$ cat config.mk
export PLATFORM = sky130hd
export DESIGN_NAME = btn_gesture_decoder
export DESIGN_NICKNAME = d
export VERILOG_FILES = /design/src/rtl/btn_gesture_decoder.sv
export SDC_FILE = /design/constraint.sdc
export NUM_CORES = 1
export LEC_CHECK = 0
export ABC_AREA = 1
export BUFFER_PORTS_ARGS = -buffer_cell sky130_fd_sc_hd__buf_2
export CAP_MARGIN = 20
export CORE_UTILIZATION = 50
export DETAILED_ROUTE_END_ITERATION = 8
export PLACE_DENSITY = 0.7
export RECOVER_POWER = 25
export SETUP_SLACK_MARGIN = 0.05
export SLEW_MARGIN = 5
export SYNTH_ARGS = -nofsm -noshare
export SYNTH_HDL_FRONTEND = slang
export SYNTH_SLANG_ARGS = --single-unit
$ cat constraint.sdc
create_clock -name clk -period 1.8 [get_ports clk]
set_clock_uncertainty 0.15 [all_clocks]
set_input_delay 0.27 -clock clk [delete_from_list [all_inputs] [get_ports clk]]
set_output_delay 0.27 -clock clk [all_outputs]
set_load 0.02 [all_outputs]
$ cat src/rtl/btn_gesture_decoder.sv
// Classifies debounced press/long_press activity into click-count and long-press gestures,
// delivered through a single-entry valid/ready event slot with overflow signalling.
module btn_gesture_decoder #(
  parameter int unsigned CLK_FREQUENCY = 100000000,
  parameter int unsigned GAP_MS        = 250,
  parameter int unsigned MAX_CLICKS    = 3
) (
  input  logic       clk,
  input  logic       reset_n,
  input  logic       press,
  input  logic       long_press,
  output logic       evt_valid,
  output logic [2:0] evt_code,
  input  logic       evt_ready,
  output logic       evt_drop
);

  localparam int unsigned GapClks = CLK_FREQUENCY / 1000 * GAP_MS;
  localparam int unsigned GapW    = $clog2(GapClks + 1);

  localparam logic [GapW-1:0] GapLast      = GapW'(GapClks - 1);
  localparam logic [GapW-1:0] GapOne       = GapW'(1);
  localparam logic [1:0]      MaxClicks    = 2'(MAX_CLICKS);
  localparam logic [2:0]      CodeLongOn   = 3'd4;
  localparam logic [2:0]      CodeLongOff  = 3'd5;

  typedef enum logic [1:0] {
    StIdle,
    StPressed,
    StGap,
    StLong
  } state_e;

  state_e            state_q, state_d;
  logic              press_q;
  logic [1:0]        click_cnt_q, click_cnt_d;
  logic [GapW-1:0]   gap_cnt_q, gap_cnt_d;
  logic              evt_valid_q, evt_valid_d;
  logic [2:0]        evt_code_q, evt_code_d;
  logic              evt_drop_q, evt_drop_d;

  logic              rise;
  logic              fall;
  logic              emit;
  logic [2:0]        emit_code;

  assign rise = press && !press_q;
  assign fall = !press && press_q;

  // Gesture classification
  always_comb begin
    state_d     = state_q;
    click_cnt_d = click_cnt_q;
    gap_cnt_d   = gap_cnt_q;
    emit        = 1'b0;
    emit_code   = 3'd0;

    unique case (state_q)
      StIdle: begin
        if (rise) begin
          click_cnt_d = 2'd1;
          state_d     = StPressed;
        end
      end

      StPressed: begin
        // A hold turns the whole sequence into a long press; earlier clicks are discarded.
        if (long_press) begin
          emit        = 1'b1;
          emit_code   = CodeLongOn;
          click_cnt_d = 2'd0;
          state_d     = StLong;
        end else if (fall) begin
          if (click_cnt_q == MaxClicks) begin
            emit        = 1'b1;
            emit_code   = {1'b0, click_cnt_q};
            click_cnt_d = 2'd0;
            state_d     = StIdle;
          end else begin
            gap_cnt_d = '0;
            state_d   = StGap;
          end
        end
      end

      StGap: begin
        // A rise on the timeout cycle still extends the sequence.
        if (rise) begin
          click_cnt_d = click_cnt_q + 2'd1;
          state_d     = StPressed;
        end else if (gap_cnt_q == GapLast) begin
          emit        = 1'b1;
          emit_code   = {1'b0, click_cnt_q};
          click_cnt_d = 2'd0;
          gap_cnt_d   = '0;
          state_d     = StIdle;
        end else begin
          gap_cnt_d = gap_cnt_q + GapOne;
        end
      end

      StLong: begin
        if (fall) begin
          emit      = 1'b1;
          emit_code = CodeLongOff;
          state_d   = StIdle;
        end
      end

      default: state_d = StIdle;
    endcase
  end

  // Single-entry event slot: a slot being accepted this cycle can take a new event.
  always_comb begin
    evt_valid_d = evt_valid_q;
    evt_code_d  = evt_code_q;
    evt_drop_d  = 1'b0;

    if (emit) begin
      if (!evt_valid_q || evt_ready) begin
        evt_valid_d = 1'b1;
        evt_code_d  = emit_code;
      end else begin
        evt_drop_d = 1'b1;
      end
    end else if (evt_valid_q && evt_ready) begin
      evt_valid_d = 1'b0;
      evt_code_d  = 3'd0;
    end
  end

  // press_q resets high so a button held through reset does not look like a new press.
  always_ff @(posedge clk) begin
    if (!reset_n) begin
      state_q     <= StIdle;
      press_q     <= 1'b1;
      click_cnt_q <= 2'd0;
      gap_cnt_q   <= '0;
      evt_valid_q <= 1'b0;
      evt_code_q  <= 3'd0;
      evt_drop_q  <= 1'b0;
    end else begin
      state_q     <= state_d;
      press_q     <= press;
      click_cnt_q <= click_cnt_d;
      gap_cnt_q   <= gap_cnt_d;
      evt_valid_q <= evt_valid_d;
      evt_code_q  <= evt_code_d;
      evt_drop_q  <= evt_drop_d;
    end
  end

  assign evt_valid = evt_valid_q;
  assign evt_code  = evt_code_q;
  assign evt_drop  = evt_drop_q;

endmodule

==> results of run 1 <==
[layout make-up]
type	instances	share of cell area [%]
inverter	48	6.88
clock inverter	3	0.543
clock buffer	5	2.49
multi-input combinational	242	51.9
tap	50	2.26
sequential	35	25.7
timing repair buffer	37	10.2
[power breakdown]
group / switching [uW] / internal (uW)
Sequential: 65.4 / 856
Clock: 293 / 265
Combinational: 757 / 579
[path summary, 6_finish.rpt]
| check | end | slack, ns |
|---|---|---|
| worst max-delay path | gap_cnt_q[21] | 0.06 |
| worst min-delay path | press_q | 0.04 |
| worst min register to register | gap_cnt_q[19] | 0.33 |
| worst max register to register | gap_cnt_q[21] | 0.06 |
[routing by layer]
layer	GRT usage [%]	wire (microns)
met2	38.4	2630
met3	6.68	273
met1	30.4	2490
met5	0	0
met4	5.59	59
[cell families (layout without fill, tap and decap cells)]
group | count (synthesis) | after routing | share of synthesized area, %
simple gates | 203 | 203 | 43.9
buf+inv | 50 | 93 | 9.60
flops | 35 | 35 | 33.4
compound gates | 27 | 27 | 7.04
fa+ha+maj | 6 | 6 | 3.58
xor+xnor | 6 | 6 | 2.50
[registers in the layout, indices dropped and copies added, names as in the netlist]
name         cells
evt_valid        1
click_cnt_q      2
gap_cnt_q       25
state_q          2
press_q          1
evt_code         3
evt_drop         1
[synthesized netlist by cell type, drive strengths merged]
library cell / instances
a211oi: 1
a21oi: 16
buf: 2
dfxtp: 35
ha: 6
inv: 48
nand2: 81
nand3: 31
nand4: 12
nor2: 64
nor3: 12
nor4: 1
o211a: 1
o21ai: 8
o22ai: 1
or2: 2
xnor2: 1
xor2: 5
[worst register-to-register path: stages, from the launching register on]
cell,delay (ns)
dfxtp_1,0.41
nand2_1,0.15
inv_2,0.08
nand3_1,0.09
nor2_1,0.11
nand2_1,0.09
nor2_4,0.18
nand3_2,0.13
inv_2,0.08
nand2_1,0.05
nand2_1,0.06
nand2_1,0.04
nor2_1,0.07
[per-stage QoR]
step / setup TNS [ns] / cell area (sq um)
final: 0 / 2770
after global routing: -0.258 / 2770
after CTS: 0 / 2520
after detailed placement: -0.0653 / 2310
after global placement: 0 / 2310
after floorplan: 0 / 2110
[repair_timing]
action                                  in CTS  in global routing
cloned                                       0                  1
endpoints found under the setup margin      25                 33
pin swaps                                   11                 23
setup buffers                                5                  6
gates resized for setup                     22                 60
==> metrics.yaml, run 1 <==
cells_and_area:
  area_delta_synth_final_pct: 31.8
  antenna_cells: 0
  final_core_util_pct: 68.6
  drive_gt1_share_pct: 31.1
  nFillCells: 335
  layout_commonest_cell: "nand2_1"
  finalNonFillerCells: 420
  final_cell_mix: "nand2_1, nor2_1, inv_1, dfxtp_1, buf_4"
  nNetsFinal: 380
  regArea_sq_um: 712
  multi_input_area_sq_um: 1430
yosys:
  synth_area_leaders: "dfxtp_1, nand2_1, nor2_1, inv_1, nand3_1"
  synthCells: 327
  ys_seq_area_share_pct: 33.4
  postSynthAreaPerCell_sq_um: 6.42
  synth-seq-cells: 35
  yosysTopAreaCellShare_pct: 33.4
  yosysWarnings: 0
  syn_nets: 338
  synth_area_leader_cell: "dfxtp_1"
  syn_area_sq_um: 2100
  ys_types: 29
clock_tree:
  cts_tree: "yes"
  cts.clk_slew.worst_paths_ns: 0.08
  cts_inserted_buffers: 5
  cts-root-buf: "clkbuf_8"
  clock_latency_ns: 0.29
  htree_levels: 2
  cts_sinks: 35
  hold_buffers: 0
  cts_max_path_buffers: 2
critical_path:
  critical_path_class: "reg2reg"
  crit_path_cell_trace: "nand2_1 -> inv_2 -> nand3_1 -> nor2_1 -> nand2_1 -> nor2_4 -> nand3_2 -> inv_2 -> nand2_1 -> nand2_1 -> nand2_1 -> nor2_1"
  start_kind: "register"
  crit_arrival_ns: 1.83
  cpLargestDelayFamily: "simple AND/OR/NAND/NOR gates"
  slowest_stage: "dfxtp_1"
  crit_fanout: 4
  crit_buf_inv: 2
  crit_top_cell: "nand2_1"
  required_ns: 1.88
  reg2reg_from: "gap_cnt_q[7]"
  path_depth: 12
  r2r_cells: 12
  startpoint: "gap_cnt_q[7]"
  crit_path_end_kind: "register"
  max_stage_delay_ns: 0.41
place:
  dp_slack_ns: -0.0202
  globalplace.congestion: 0.846
  hpwl_mm: 3.67
  portBuffers: 9
  dp_cells: 400
global_route:
  grt_pass1_wl_mm: 7.99
  globalRouteOverflowTotal: 0
  antenna_found_initial: 0
  grt_pass1_vias: 1870
  grt.total_usage_pct: 23.6
  grt_max_degree: 13
power:
  power_density_nw_per_um2: 1020
  power_uw: 2820
  p_leak_uw: 0.00111
  ir_drop_uv: 797
timing:
  setup_slack_ns: 0.0553
  fmax_ghz: 0.573
  relSlewSlack_pct: 68.7
  hold_viol: 0
  worst_slew_pin_slew_ns: 0.469
  rsz0062_at_grt: "true"
  whs_ns: 0.0416
  fin_crit_ns: 1.74
  finalCritPeriodShare_pct: 96.9
  slew_viol_final: 0
  setup_viol: 0
floorplan:
  core_sq_um: 4030
  num_rows: 23
  fp.dieH_microns: 66.8
  ios: 10
  fp.dieW_microns: 66.8
  die-area_sq_um: 4460
  initial_core_util_pct: 52.1
detailed_routing:
  drc: 0
  num_vias: 2212
  wl_mm: 5.45
  postRouteAntennaNets: 0
  drt_iter0_drc: 170
  wl_per_cell_microns: 13.0
  drt_first_pass_iters: 4
  vias_per_cell: 5.27
outcome:
  outcome: "completed"
min_path:
  hold_path_startpoint: "press"
  hold_path_depth: 3
  hold_class: "in2reg"
run:
  max-cap-violations: 0
No activity file was read; power rests on OpenSTA's default activity.
==> inputs of run 2 (changes only) <==
CTS_BUF_LIST = sky130_fd_sc_hd__clkbuf_4   (was default)
==> metrics.yaml, run 2 (same netlist as run 1, synthesis figures left out) <==
outcome:
  outcome: "completed"  # unchanged
critical_path:
  crit_path_end_kind: "register"  # unchanged
  path_depth: 11  # was 12
  r2r_cells: 11  # was 12
  required_ns: 1.89  # was 1.88 ns
  critical_path_class: "reg2reg"  # unchanged
  crit_top_cell: "nand2_2"  # was nand2_1
  slowest_stage: "dfxtp_2"  # was dfxtp_1
  crit_fanout: 6  # was 4
  start_kind: "register"  # unchanged
  max_stage_delay_ns: 0.38  # was 0.41 ns
  cpLargestDelayFamily: "simple AND/OR/NAND/NOR gates"  # unchanged
  crit_buf_inv: 1  # was 2
  crit_arrival_ns: 1.88  # was 1.83 ns
  crit_path_cell_trace: "ha_4 -> nand2_2 -> nor2_4 -> nand2_2 -> nor2_4 -> nand2_1 -> nand2_1 -> nand2_2 -> nand2_4 -> clkbuf_16 -> nor2_1"  # was nand2_1 -> inv_2 -> nand3_1 -> nor2_1 -> nand2_1 -> nor2_4 -> nand3_2 -> inv_2 -> nand2_1 -> nand2_1 -> nand2_1 -> nor2_1
cells_and_area:
  multi_input_area_sq_um: 1490  # was 1430 sq um
  nNetsFinal: 379  # was 380
  regMostFlops: "gap_cnt_q"  # unchanged
  largest_reg_flops: 25  # unchanged
  drive_gt1_share_pct: 33.9  # was 31.1%
  layout_commonest_cell: "nand2_1"  # unchanged
  area_delta_synth_final_pct: 32.7  # was 31.8%
  final_cell_mix: "nand2_1, nor2_1, inv_1, dfxtp_1, buf_4"  # unchanged
  antenna_cells: 0  # unchanged
  regArea_sq_um: 718  # was 712 sq um
  nFillCells: 339  # was 335
clock_tree:
  cts_max_path_buffers: 2  # unchanged
  cts-root-buf: "clkbuf_4"  # was clkbuf_8
  cts.clk_slew.worst_paths_ns: 0.11  # was 0.08 ns
  cts_inserted_buffers: 5  # unchanged
  clock_latency_ns: 0.34  # was 0.29 ns
  cts_sinks: 35  # unchanged
  htree_levels: 2  # unchanged
  cts_tree: "yes"  # unchanged
timing:
  fin_crit_ns: 1.79  # was 1.74 ns
  finalCritPeriodShare_pct: 99.5  # was 96.9%
  relSlewSlack_pct: 74.6  # was 68.7%
  fmax_ghz: 0.558  # was 0.573 GHz
  worst_slew_pin_slew_ns: 0.377  # was 0.469 ns
  fin_tns_setup_ns: 0  # unchanged
  hold_viol: 0  # unchanged
  slew_viol_final: 0  # unchanged
  rsz0062_at_grt: "true"  # unchanged
  setup_slack_ns: 0.00944  # was 0.0553 ns
  setup_viol: 0  # unchanged
detailed_routing:
  drt_first_pass_iters: 5  # was 4
  drc: 0  # unchanged
  postRouteAntennaNets: 0  # unchanged
  wl_per_cell_microns: 12.9  # was 13.0 microns
  num_vias: 2213  # was 2,212
  drt_iter0_drc: 123  # was 170
  wl_mm: 5.39  # was 5.45 mm
  vias_per_cell: 5.28  # was 5.27
floorplan:
  ios: 10  # unchanged
  num_rows: 23  # unchanged
  initial_core_util_pct: 52.1  # unchanged
  fp.dieH_microns: 66.8  # unchanged
  core_sq_um: 4030  # unchanged
  fp.dieW_microns: 66.8  # unchanged
  die-area_sq_um: 4460  # unchanged
global_route:
  antenna_found_initial: 0  # unchanged
  grt.total_usage_pct: 23.4  # was 23.6%
  globalRouteOverflowTotal: 0  # unchanged
  grt_pass1_vias: 1869  # was 1,870
  grt_max_degree: 13  # unchanged
  grt_pass1_wl_mm: 8.02  # was 7.99 mm
run:
  max-cap-violations: 0  # unchanged
power:
  ir_drop_uv: 770  # was 797 uV
  power_density_nw_per_um2: 982  # was 1020 nW/um^2
  p_leak_uw: 0.00108  # was 0.00111 uW
  power_uw: 2730  # was 2820 uW
min_path:
  hold_class: "in2reg"  # unchanged
  hold_path_depth: 2  # was 3
place:
  dp_slack_ns: -0.0202  # unchanged
  portBuffers: 9  # unchanged
  globalplace.congestion: 0.846  # unchanged
  hpwl_mm: 3.67  # unchanged
-- run 2: layout make-up --
cell class,instances,share of cell area (%)
Timing Repair inverter,1,0.180
Tap cell,50,2.25
Inverter,48,6.83
Multi-Input combinational cell,242,53.3
Clock inverter,3,0.539
Clock buffer,5,1.35
Sequential cell,35,25.8
Timing Repair Buffer,35,9.75
-- run 2: timing repair --
action / CTS / global route
hold buffers: 1 / 0
pin swaps: 12 / 25
cloned: 0 / 2
endpoints found under the setup margin: 29 / 34
resized for setup: 20 / 72
endpoints found under the hold margin: 1 / 0
setup buffers: 3 / 5
-- run 2: power by group --
group	switching [uW]	internal, uW	leakage (uW)
registers	64.9	856	0.000290
logic	798	591	0.000754
clock network	278	145	0.0000347
-- run 2: per-stage QoR --
step	std cells	cell area [sq um]	hold slack, ns	utilization [%]
floorplan	327	2110	0.189	-
global placement	400	2310	0.304	57.5
detailed placement	400	2310	0.310	57.5
CTS	412	2470	0.0341	61.3
global route	419	2790	0.0434	69.1
finish	419	2790	0.0472	69.1
-- run 2: worst register-to-register path: cells and delay by family (launching register included) --
kind                       cells  cell delay [ns]
DFF                            1             0.38
buffers and inverters          1             0.18
adders and majority gates      1             0.15
and+or+nand+nor                9             0.83
-- run 2: final timing paths --
path	start	end	slack, ns
min reg2reg	gap_cnt_q[19]	gap_cnt_q[19]	0.34
max	gap_cnt_q[0]	gap_cnt_q[0]	0.009
max reg2reg	gap_cnt_q[0]	gap_cnt_q[0]	0.009
min	reset_n	press_q	0.05
-- run 2: layer usage --
metal  global-route usage [%]  vias up  wire (microns)
met5                        0        -               0
met4                     6.12        0              45
met3                     4.28        6             254
met2                     38.9       55            2650
met1                     30.8     1028            2440
li1                         -     1124               -
